`src/rtl/osd_pkg.sv`:
```
// Shared opcodes, OSD command bytes and controller state encoding
// for the core-side OSD SPI master.
package osd_pkg;

    localparam logic [1:0] OP_DISABLE = 2'd0;
    localparam logic [1:0] OP_ENABLE  = 2'd1;
    localparam logic [1:0] OP_WRITE   = 2'd2;
    localparam logic [1:0] OP_RSVD    = 2'd3;

    localparam logic [7:0] OSD_CMD_ENABLE = 8'h40;
    localparam logic [7:0] OSD_CMD_WRITE  = 8'h20;

    localparam int OSD_LINE_BYTES = 256;
    localparam int OSD_LINES      = 8;

    typedef enum logic [1:0] {
        IDLE,
        SHIFT,
        FETCH,
        GAP
    } state_t;

    // Disable and enable share 0x40; bit 0 selects enable.
    function automatic logic [7:0] cmd_byte(input logic [1:0] op,
                                            input logic [2:0] line);
        if (op == OP_WRITE) begin
            return OSD_CMD_WRITE | {5'd0, line};
        end
        return OSD_CMD_ENABLE | {7'd0, op == OP_ENABLE};
    endfunction

endpackage

```
`src/rtl/spi_byte_shifter.sv`:
```
// Shifts one byte MSB first: sck low then high for CLK_DIV clk each,
// sdi changes only on sck fall (or at load).
module spi_byte_shifter #(
    parameter int CLK_DIV = 4
) (
    input  logic       clk,
    input  logic       reset,
    input  logic       load_i,
    input  logic [7:0] byte_i,
    output logic       done_o,
    output logic       sck_o,
    output logic       sdi_o
);

    localparam int DW = (CLK_DIV > 1) ? $clog2(CLK_DIV) : 1;
    localparam logic [DW-1:0] DIV_END = DW'(CLK_DIV - 1);

    logic          active_q;
    logic [7:0]    shreg_q;
    logic [2:0]    bit_q;
    logic [DW-1:0] div_q;
    logic          sck_q;
    logic          sdi_q;
    logic          half_end;

    assign half_end = (div_q == DIV_END);
    assign done_o   = active_q && sck_q && half_end && (bit_q == 3'd7);
    assign sck_o    = sck_q;
    assign sdi_o    = sdi_q;

    always_ff @(posedge clk) begin
        if (reset) begin
            active_q <= 1'b0;
            shreg_q  <= 8'd0;
            bit_q    <= 3'd0;
            div_q    <= '0;
            sck_q    <= 1'b0;
            sdi_q    <= 1'b0;
        end else if (load_i) begin
            active_q <= 1'b1;
            shreg_q  <= byte_i;
            bit_q    <= 3'd0;
            div_q    <= '0;
            sck_q    <= 1'b0;
            sdi_q    <= byte_i[7];
        end else if (active_q) begin
            if (half_end) begin
                div_q <= '0;
                if (!sck_q) begin
                    sck_q <= 1'b1;
                end else begin
                    sck_q <= 1'b0;
                    if (bit_q == 3'd7) begin
                        active_q <= 1'b0;
                    end else begin
                        bit_q   <= bit_q + 3'd1;
                        shreg_q <= {shreg_q[6:0], 1'b0};
                        sdi_q   <= shreg_q[6];
                    end
                end
            end else begin
                div_q <= div_q + DW'(1);
            end
        end
    end

endmodule

```
`src/rtl/osd_spi_master.sv`:
```
// Drives the OSD overlay SPI slave port from a parallel command
// interface; line writes stream 256 bytes from a 1-cycle byte store.
module osd_spi_master
    import osd_pkg::*;
#(
    parameter int CLK_DIV = 4,
    parameter int SS_GAP  = 8
) (
    input  logic       clk,
    input  logic       reset,
    input  logic       cmd_valid,
    output logic       cmd_ready,
    input  logic [1:0] cmd_op,
    input  logic [2:0] cmd_line,
    output logic       data_req,
    output logic [7:0] data_addr,
    input  logic [7:0] data_in,
    output logic       busy,
    output logic       sck,
    output logic       ss,
    output logic       sdi
);

    localparam int GW = (SS_GAP > 1) ? $clog2(SS_GAP) : 1;
    localparam logic [GW-1:0] GAP_END = GW'(SS_GAP - 1);
    localparam logic [8:0] LAST_CNT = 9'(OSD_LINE_BYTES);

    state_t        state_q;
    logic [8:0]    byte_cnt_q;
    logic [GW-1:0] gap_q;
    logic          is_write_q;
    logic          fetch_ph_q;
    logic          ss_q;
    logic          busy_q;
    logic          cmd_ready_q;
    logic          data_req_q;
    logic [7:0]    data_addr_q;

    logic       accept;
    logic       sh_load;
    logic [7:0] sh_byte;
    logic       sh_done;

    assign accept  = (state_q == IDLE) && cmd_ready_q && cmd_valid
                     && (cmd_op != OP_RSVD);
    // Second FETCH cycle is when the store's byte is on data_in.
    assign sh_load = accept || ((state_q == FETCH) && fetch_ph_q);
    assign sh_byte = accept ? cmd_byte(cmd_op, cmd_line) : data_in;

    spi_byte_shifter #(
        .CLK_DIV (CLK_DIV)
    ) u_shifter (
        .clk    (clk),
        .reset  (reset),
        .load_i (sh_load),
        .byte_i (sh_byte),
        .done_o (sh_done),
        .sck_o  (sck),
        .sdi_o  (sdi)
    );

    always_ff @(posedge clk) begin
        if (reset) begin
            state_q     <= IDLE;
            byte_cnt_q  <= 9'd0;
            gap_q       <= '0;
            is_write_q  <= 1'b0;
            fetch_ph_q  <= 1'b0;
            ss_q        <= 1'b1;
            busy_q      <= 1'b0;
            cmd_ready_q <= 1'b0;
            data_req_q  <= 1'b0;
            data_addr_q <= 8'd0;
        end else begin
            data_req_q <= 1'b0;
            unique case (state_q)
                IDLE: begin
                    cmd_ready_q <= 1'b1;
                    if (accept) begin
                        state_q     <= SHIFT;
                        ss_q        <= 1'b0;
                        busy_q      <= 1'b1;
                        cmd_ready_q <= 1'b0;
                        is_write_q  <= (cmd_op == OP_WRITE);
                        byte_cnt_q  <= 9'd0;
                    end
                end
                SHIFT: begin
                    if (sh_done) begin
                        if (is_write_q && (byte_cnt_q != LAST_CNT)) begin
                            state_q     <= FETCH;
                            data_req_q  <= 1'b1;
                            data_addr_q <= byte_cnt_q[7:0];
                            fetch_ph_q  <= 1'b0;
                        end else begin
                            state_q <= GAP;
                            ss_q    <= 1'b1;
                            gap_q   <= '0;
                        end
                    end
                end
                FETCH: begin
                    fetch_ph_q <= 1'b1;
                    if (fetch_ph_q) begin
                        byte_cnt_q <= byte_cnt_q + 9'd1;
                        state_q    <= SHIFT;
                    end
                end
                GAP: begin
                    if (gap_q == GAP_END) begin
                        state_q     <= IDLE;
                        busy_q      <= 1'b0;
                        cmd_ready_q <= 1'b1;
                    end else begin
                        gap_q <= gap_q + GW'(1);
                    end
                end
            endcase
        end
    end

    assign cmd_ready = cmd_ready_q;
    assign busy      = busy_q;
    assign ss        = ss_q;
    assign data_req  = data_req_q;
    assign data_addr = data_addr_q;

endmodule

```
`config.mk`:
```
export PLATFORM = sky130hd
export DESIGN_NAME = osd_spi_master
export DESIGN_NICKNAME = d
export VERILOG_FILES = /design/src/rtl/osd_pkg.sv /design/src/rtl/spi_byte_shifter.sv /design/src/rtl/osd_spi_master.sv
export SDC_FILE = /design/constraint.sdc
export NUM_CORES = 1
export LEC_CHECK = 0
export BUFFER_PORTS_ARGS = -buffer_cell sky130_fd_sc_hd__buf_2
export CORE_UTILIZATION = 59
export DETAILED_ROUTE_END_ITERATION = 16
export MAX_ROUTING_LAYER = met4
export PLACE_DENSITY = 0.82
export SYNTH_ARGS = -nofsm -noshare
export SYNTH_HDL_FRONTEND = slang
export SYNTH_HIERARCHICAL = 1
export SYNTH_SLANG_ARGS = --single-unit
```
`constraint.sdc`:
```
create_clock -name clk -period 2.7 [get_ports clk]
set_input_delay 0.54 -clock clk [delete_from_list [all_inputs] [get_ports clk]]
set_output_delay 0.54 -clock clk [all_outputs]
set_load 0.01 [all_outputs]
```
# Word level (Yosys, flattened, before mapping)
# Cells that the tools add are included.
classes:
  add_sub_neg: 4
  n_reduce_logical: 32
  mux: 48
  bitwise_logic: 3
  eq_ne: 18
op_table:
  columns: ["operator", "n"]
  rows:
  - ["$mux 7", 5]
  - ["$mux 8", 3]
  - ["$mux 1", 23]
  - ["$reduce_and 4->1", 5]
  - ["$mux 9", 2]
  - ["$ne 2x2->1 const B", 9]
  - ["$pmux 9 s2", 1]
  - ["$reduce_bool 2->1", 8]
  - ["$reduce_and 3->1", 4]
  - ["$mux 2", 5]
  - ["$add 9x1->9 const B", 1]
  - ["$mux 3", 3]
  - ["$ne 9x9->1 const B", 1]
  - ["$eq 2x2->1 const B", 4]
  - ["$logic_and 1x1->1", 8]
  - ["$pmux 1 s2", 4]
  - ["$pmux 2 s4", 1]
  - ["$add 3x1->3 const B", 2]
  - ["$eq 3x3->1 const B", 2]
  - ["$pmux 3 s2", 1]
  - ["$reduce_and 2->1", 3]
  - ["$eq 2x1->1 const B", 2]
  - ["$not 1->1", 3]
  - ["$reduce_or 3->1", 1]
  - ["4 further kinds", 4]
word_totals:
  reg_bits: 43

# Depth between registers and ports, before layout
depth:
  depth_word: 7
  mapped_depth: 9
  mapped_depth_nobuf: 8

# Cells and area by module
# The synthesis kept the hierarchy.
by_module_without_submodules:
  columns: ["module", "area_each_um2", "seq_area_each_um2", "instances", "cells_per_inst"]
  rows:
  - ["osd_spi_master", 1440.1, 560.5, 1, 162]
  - ["spi_byte_shifter", 744.5, 300.3, 1, 76]

# Worst setup path before layout
# No wires, ideal clock.
synth_path:
  path_kind: "in2reg"
  startpoint: "in cmd_valid"
  endpoint: "reg u_shifter.shreg_q[1]"
  required_time_ns: 2.597
  path_buffers: 2
  slack_ns: 0.856
  stages: 7
  arrival_time_ns: 1.741
  path_cell_list: "and2_1 -> a31oi_4 -> buf_6 -> inv_1 -> buf_2 -> nor2_1 -> a2111oi_2"
synth_via:
  elab_chain_len: 5
synth_lines:
  columns: ["item", "line", "source"]
  rows:
  - ["start, declared", "osd_spi_master.sv:11", "input logic cmd_valid,"]
  - ["$logic_and 1x1->1 (*)", "osd_spi_master.sv:44", "assign accept = (state_q == IDLE) && cmd_ready_q && cmd_valid"]
  - ["$logic_and 1x1->1 (*)", "osd_spi_master.sv:45", "&& (cmd_op != OP_RSVD);"]
  - ["$logic_or 1x1->1 (*)", "osd_spi_master.sv:47", "assign sh_load = accept || ((state_q == FETCH) && fetch_ph_q);"]
  - ["via sh_load", "osd_spi_master.sv:40", "logic sh_load;"]
  - ["$ne 2x2->1 (no source line) or $reduce_bool 2->1 (tied branches)", null, null]
  - ["$reduce_and 4->1 (no source line)", null, null]
  - ["end signal, assigned", "spi_byte_shifter.sv:41", "shreg_q <= byte_i;"]
  - ["end signal, assigned", "spi_byte_shifter.sv:57", "shreg_q <= {shreg_q[6:0], 1'b0};"]
  - ["end, declared", "spi_byte_shifter.sv:19", "logic [7:0] shreg_q;"]
# Mark *: on every way through the listed nets, which the timed path passes. The rest lies on a longest branch.
# A chain may end at the register's enable or synchronous reset.

# Final worst setup path
layout_path:
  startpoint: "reg state_q[0]"
  endpoint: "reg u_shifter.div_q[0]"
layout_via:
  elab_chain_len: 6
layout_lines:
  columns: ["item", "line", "source"]
  rows:
  - ["start, declared", "osd_spi_master.sv:28", "state_t state_q;"]
  - ["start signal, assigned", "osd_spi_master.sv:64", "state_q <= IDLE;"]
  - ["start signal, assigned", "osd_spi_master.sv:80", "state_q <= SHIFT;"]
  - ["start signal, assigned", "osd_spi_master.sv:91", "state_q <= FETCH;"]
  - ["$logic_not 2->1", "osd_spi_master.sv:44", null]
  - ["$logic_and 1x1->1 (2 in series)", "osd_spi_master.sv:44", null]
  - ["$logic_and 1x1->1", "osd_spi_master.sv:45", null]
  - ["$logic_or 1x1->1 (*)", "osd_spi_master.sv:47", null]
  - ["via sh_load", "osd_spi_master.sv:40", null]
  - ["$reduce_or 2->1 (no source line) (*)", null, null]
  - ["end signal, assigned", "spi_byte_shifter.sv:62", "div_q <= div_q + DW'(1);"]
  - ["end, declared", "spi_byte_shifter.sv:21", "logic [DW-1:0] div_q;"]
# Marks and branches as above.

==> key figures <==
Layout
  • Final core utilization: 0.707
  • Number of standard cells in the layout, taps in and fillers out: 310
  • FF+latch area: ~860 um2
  • Share of final-layout standard cells stronger than drive strength 1: 0.235
  • Area taken by multi-input logic gates: 1200 um2
  • Post-route cell area: 2430 um2
  • Synth-to-layout area growth: 11.4%
  • Final-layout fill cell count: 264
  • Final net count: 286
  • N_diodes: 0

Global route
  • Pin count of the biggest net entering global routing: 38
  • Global-route wire length before repair: 6.85 mm
  • Final global-route overflow total: 0
  • Vias in the first global route: 1565
  • Global-route usage over all layers: 0.223
  • Initial antenna violation count: 0

Yosys
  • Share of flip-flops with an asynchronous set or reset after synthesis: 0
  • Number of synthesized flops with an enable pin: 0
  • Compound-cell area share of the yosys netlist: 0.187
  • Top cells by count, synth: sky130_fd_sc_hd__dfxtp_1, sky130_fd_sc_hd__nor2_1, sky130_fd_sc_hd__a21oi_1
  • Xor and xnor fraction of the mapped netlist area: 0.00802
  • Leading post-synthesis cells by cell area: sky130_fd_sc_hd__dfxtp_1, sky130_fd_sc_hd__mux2i_1, sky130_fd_sc_hd__nor2_1
  • Simple logic cell fraction of the synthesized area: 0.247
  • Number of warnings printed during yosys synthesis: 6
  • Mapped cell area: ~2200 um2
  • Area share of the largest cell type after synthesis: 0.394
  • Share of synthesized cell area in full adder, half adder and majority cells: 0.0401
  • Combinational family with the most area after synthesis: simple AND/OR/NAND/NOR gates
  • Cell variety after synth: 48
  • Post-Synthesis Cells: roughly 240
  • Sequential area share after synthesis: 0.394
  • Most used DFF post-synth: sky130_fd_sc_hd__dfxtp_1
  • Mapped Avg Cell Area: 9.18 um2
  • Register bit total from synthesis: 43
  • Mux contribution to synthesized area: 0.0647
  • Largest area contributor in the synthesized netlist: sky130_fd_sc_hd__dfxtp_1
  • Most used standard cell by instance count after synthesis: sky130_fd_sc_hd__dfxtp_1
  • Post-Synthesis Net Count: 261

Run status
  • Outcome: complete, no violations

Routing
  • Initial DRC Count: around 100
  • DRC errors left: 0
  • Post-detailed-routing wire length: 3.98 mm
  • Number of vias after detailed routing: 1728
  • Detailed Routing Iterations Pass 1: 4
  • Post-route antenna net violation count: 0
  • Mean routed wirelength per cell: 12.8 um
  • Detailed-route vias per instance: 5.57

Power and ir drop
  • Maximum vdd drop: 0.309 mV
  • Cell Pwr Density: ~530 nW/um2
  • NetSw: 0.294 mW
  • Share of total power consumed by net switching: 0.226
  • Share of power burned in the clock network: 0.393
  • Share of power burned in registers: 0.511
  • Total power: 1.30 mW
  • Comb pwr share: 0.096
  • Leakage power figure: about 1.0 nW
  • Internal Pwr Total: 1.01 mW

CTS
  • Largest buffer count on any clock path: 2
  • Number of sinks on the clock net: 43
  • Setup Fix Bufs, Post-CTS: 0
  • Reg clk slew, reported paths: 0.08 ns
  • Clk Latency, worst-skew pair: 0.29 ns
  • Post-CTS Hold Buffers: 0
  • Gates resized, CTS repair: 0
  • Clock H-tree levels: 2
  • Clock root cell: sky130_fd_sc_hd__clkbuf_8
  • Number of CTS-inserted buffers: 5
  • TritonCTS clock tree: done

Worst setup path
  • Required time of the critical path: 2.93 ns
  • List of cells traversed by the critical path: and3b_1 -> a31oi_4 -> inv_1 -> or2_2 -> nor2_1
  • Maximum fanout count along the critical path: 25
  • Crit path capture type: flip-flop
  • CP startpoint kind: flip-flop
  • Data arrival, critical path: 2.30 ns
  • Worst-path cell with the longest stage delay: sky130_fd_sc_hd__or2_2
  • Delay of the slowest critical-path stage: 0.47 ns
  • Critical path class: flip-flop to flip-flop

Place
  • # placed instances: 302
  • Routability congestion estimate from global placement: 0.808
  • Post-detailed-placement cell area: 2320 um2
  • Placed wire-length estimate: 2.71 mm
  • Count of input and output buffers: 29

Timing
  • Least-Margin Pin Slew: 0.800 ns
  • Max-Slew Margin vs Limit: 0.467
  • Achievable clock frequency: 0.483 GHz
  • Clock skew after layout: ~0.0042 ns
  • Setup TNS: 0 ns
  • Unrepaired setup endpoints after global routing: no
  • Minimum clock period after layout: 2.07 ns
  • Count of final max-slew check failures: 0
  • Final Cycle Share: 0.767
  • Final Hold Viols: 0
  • Number of failing setup endpoints in the final timing report: 0

Floorplan
  • Rows: 21
  • Number of top-level pins: 30
  • Vert. Die Dim: 62.9 um
  • Die X-Extent: 62.9 um
  • Core Area: around 3400 um2
  • Initial Util: 0.635
  • Die Outline Area: 3950 um2

Job
  • MaxCap Viol Count: 0

Min path
  • Class of the tightest hold or removal check: flip-flop to flip-flop
## logic make-up after synthesis
family | after synthesis
AOI/OAI and AO/OA | 53
xor gates and xnor gates | 2
adders and majority gates | 7
buffers and inverters | 22
DFF | 43
muxes | 14
and+or+nand+nor | 97
## power by group through the flow
stage | logic [mW] | clock network [mW] | registers, mW
3_5_place_dp | 0.125 | 0 | 0.678
5_1_grt | 0.140 | 0.545 | 0.667
6_report | 0.125 | 0.511 | 0.664
3_3_place_gp | 0.123 | 0 | 0.679
2_1_floorplan | 0.0968 | 0 | 0.679
4_1_cts | 0.126 | 0.519 | 0.664
## final timing paths
kind	from	to	slack [ns]	cells after the start
max	state_q[0]	u_shifter/div_q[0]	0.63	5
min	gap_q[0]	gap_q[0]	0.49	1
max reg2reg	state_q[0]	u_shifter/div_q[0]	0.63	5
min reg2reg	gap_q[0]	gap_q[0]	0.49	1
## placed cells by master (no fill, tap or decap), drive strengths merged, types with 4 or more instances in the layout
cell,count
nor2b,9
a21oi,17
nor3,9
clkbuf,6
a2111oi,7
a211oi,4
and2,5
inv,7
o21ai,15
ha,7
nor2,34
nand2,15
nand3,6
dfxtp,43
buf,33
mux2i,13
## critical path, delay by kind of cell (launching register included)
family / cells / cell delay, ns
compound gates: 1 / 0.37
flops: 1 / 0.34
simple gates: 3 / 0.89
buf+inv: 1 / 0.39
## flip-flops by register name, summed over array words and instances, names as in the netlist, 2 cells and up
signal,cells
byte_cnt_q,9
data_addr,8
gap_q,3
state_q,2
u_shifter/bit_q,3
u_shifter/div_q,2
u_shifter/shreg_q,7
## per-stage QoR
stage               hold slack (ns)  setup WS, ns
global route                  0.509         0.505
floorplan                     0.445         0.856
CTS                           0.485         0.632
detailed placement            0.470         0.400
global placement              0.466         0.464
finish                        0.488         0.630
## layer usage
metal | GRT usage | up-vias | routed length [um]
met4 | 0.0698 | 0 | 38
met2 | 0.371 | 19 | 1920
li1 | - | 889 | -
met5 | - | - | 0
met1 | 0.266 | 815 | 1910
met3 | 0.0493 | 5 | 113
## area by class of cell
cell class	instances	area share
Multi-Input combinational cell	173	0.492
Sequential cell	43	0.354
Timing Repair Buffer	33	0.0720
Clock buffer	6	0.0339
Tap cell	46	0.0237
Clock inverter	2	0.0144
Inverter	7	0.0108
(Power assumes the default switching activity.)
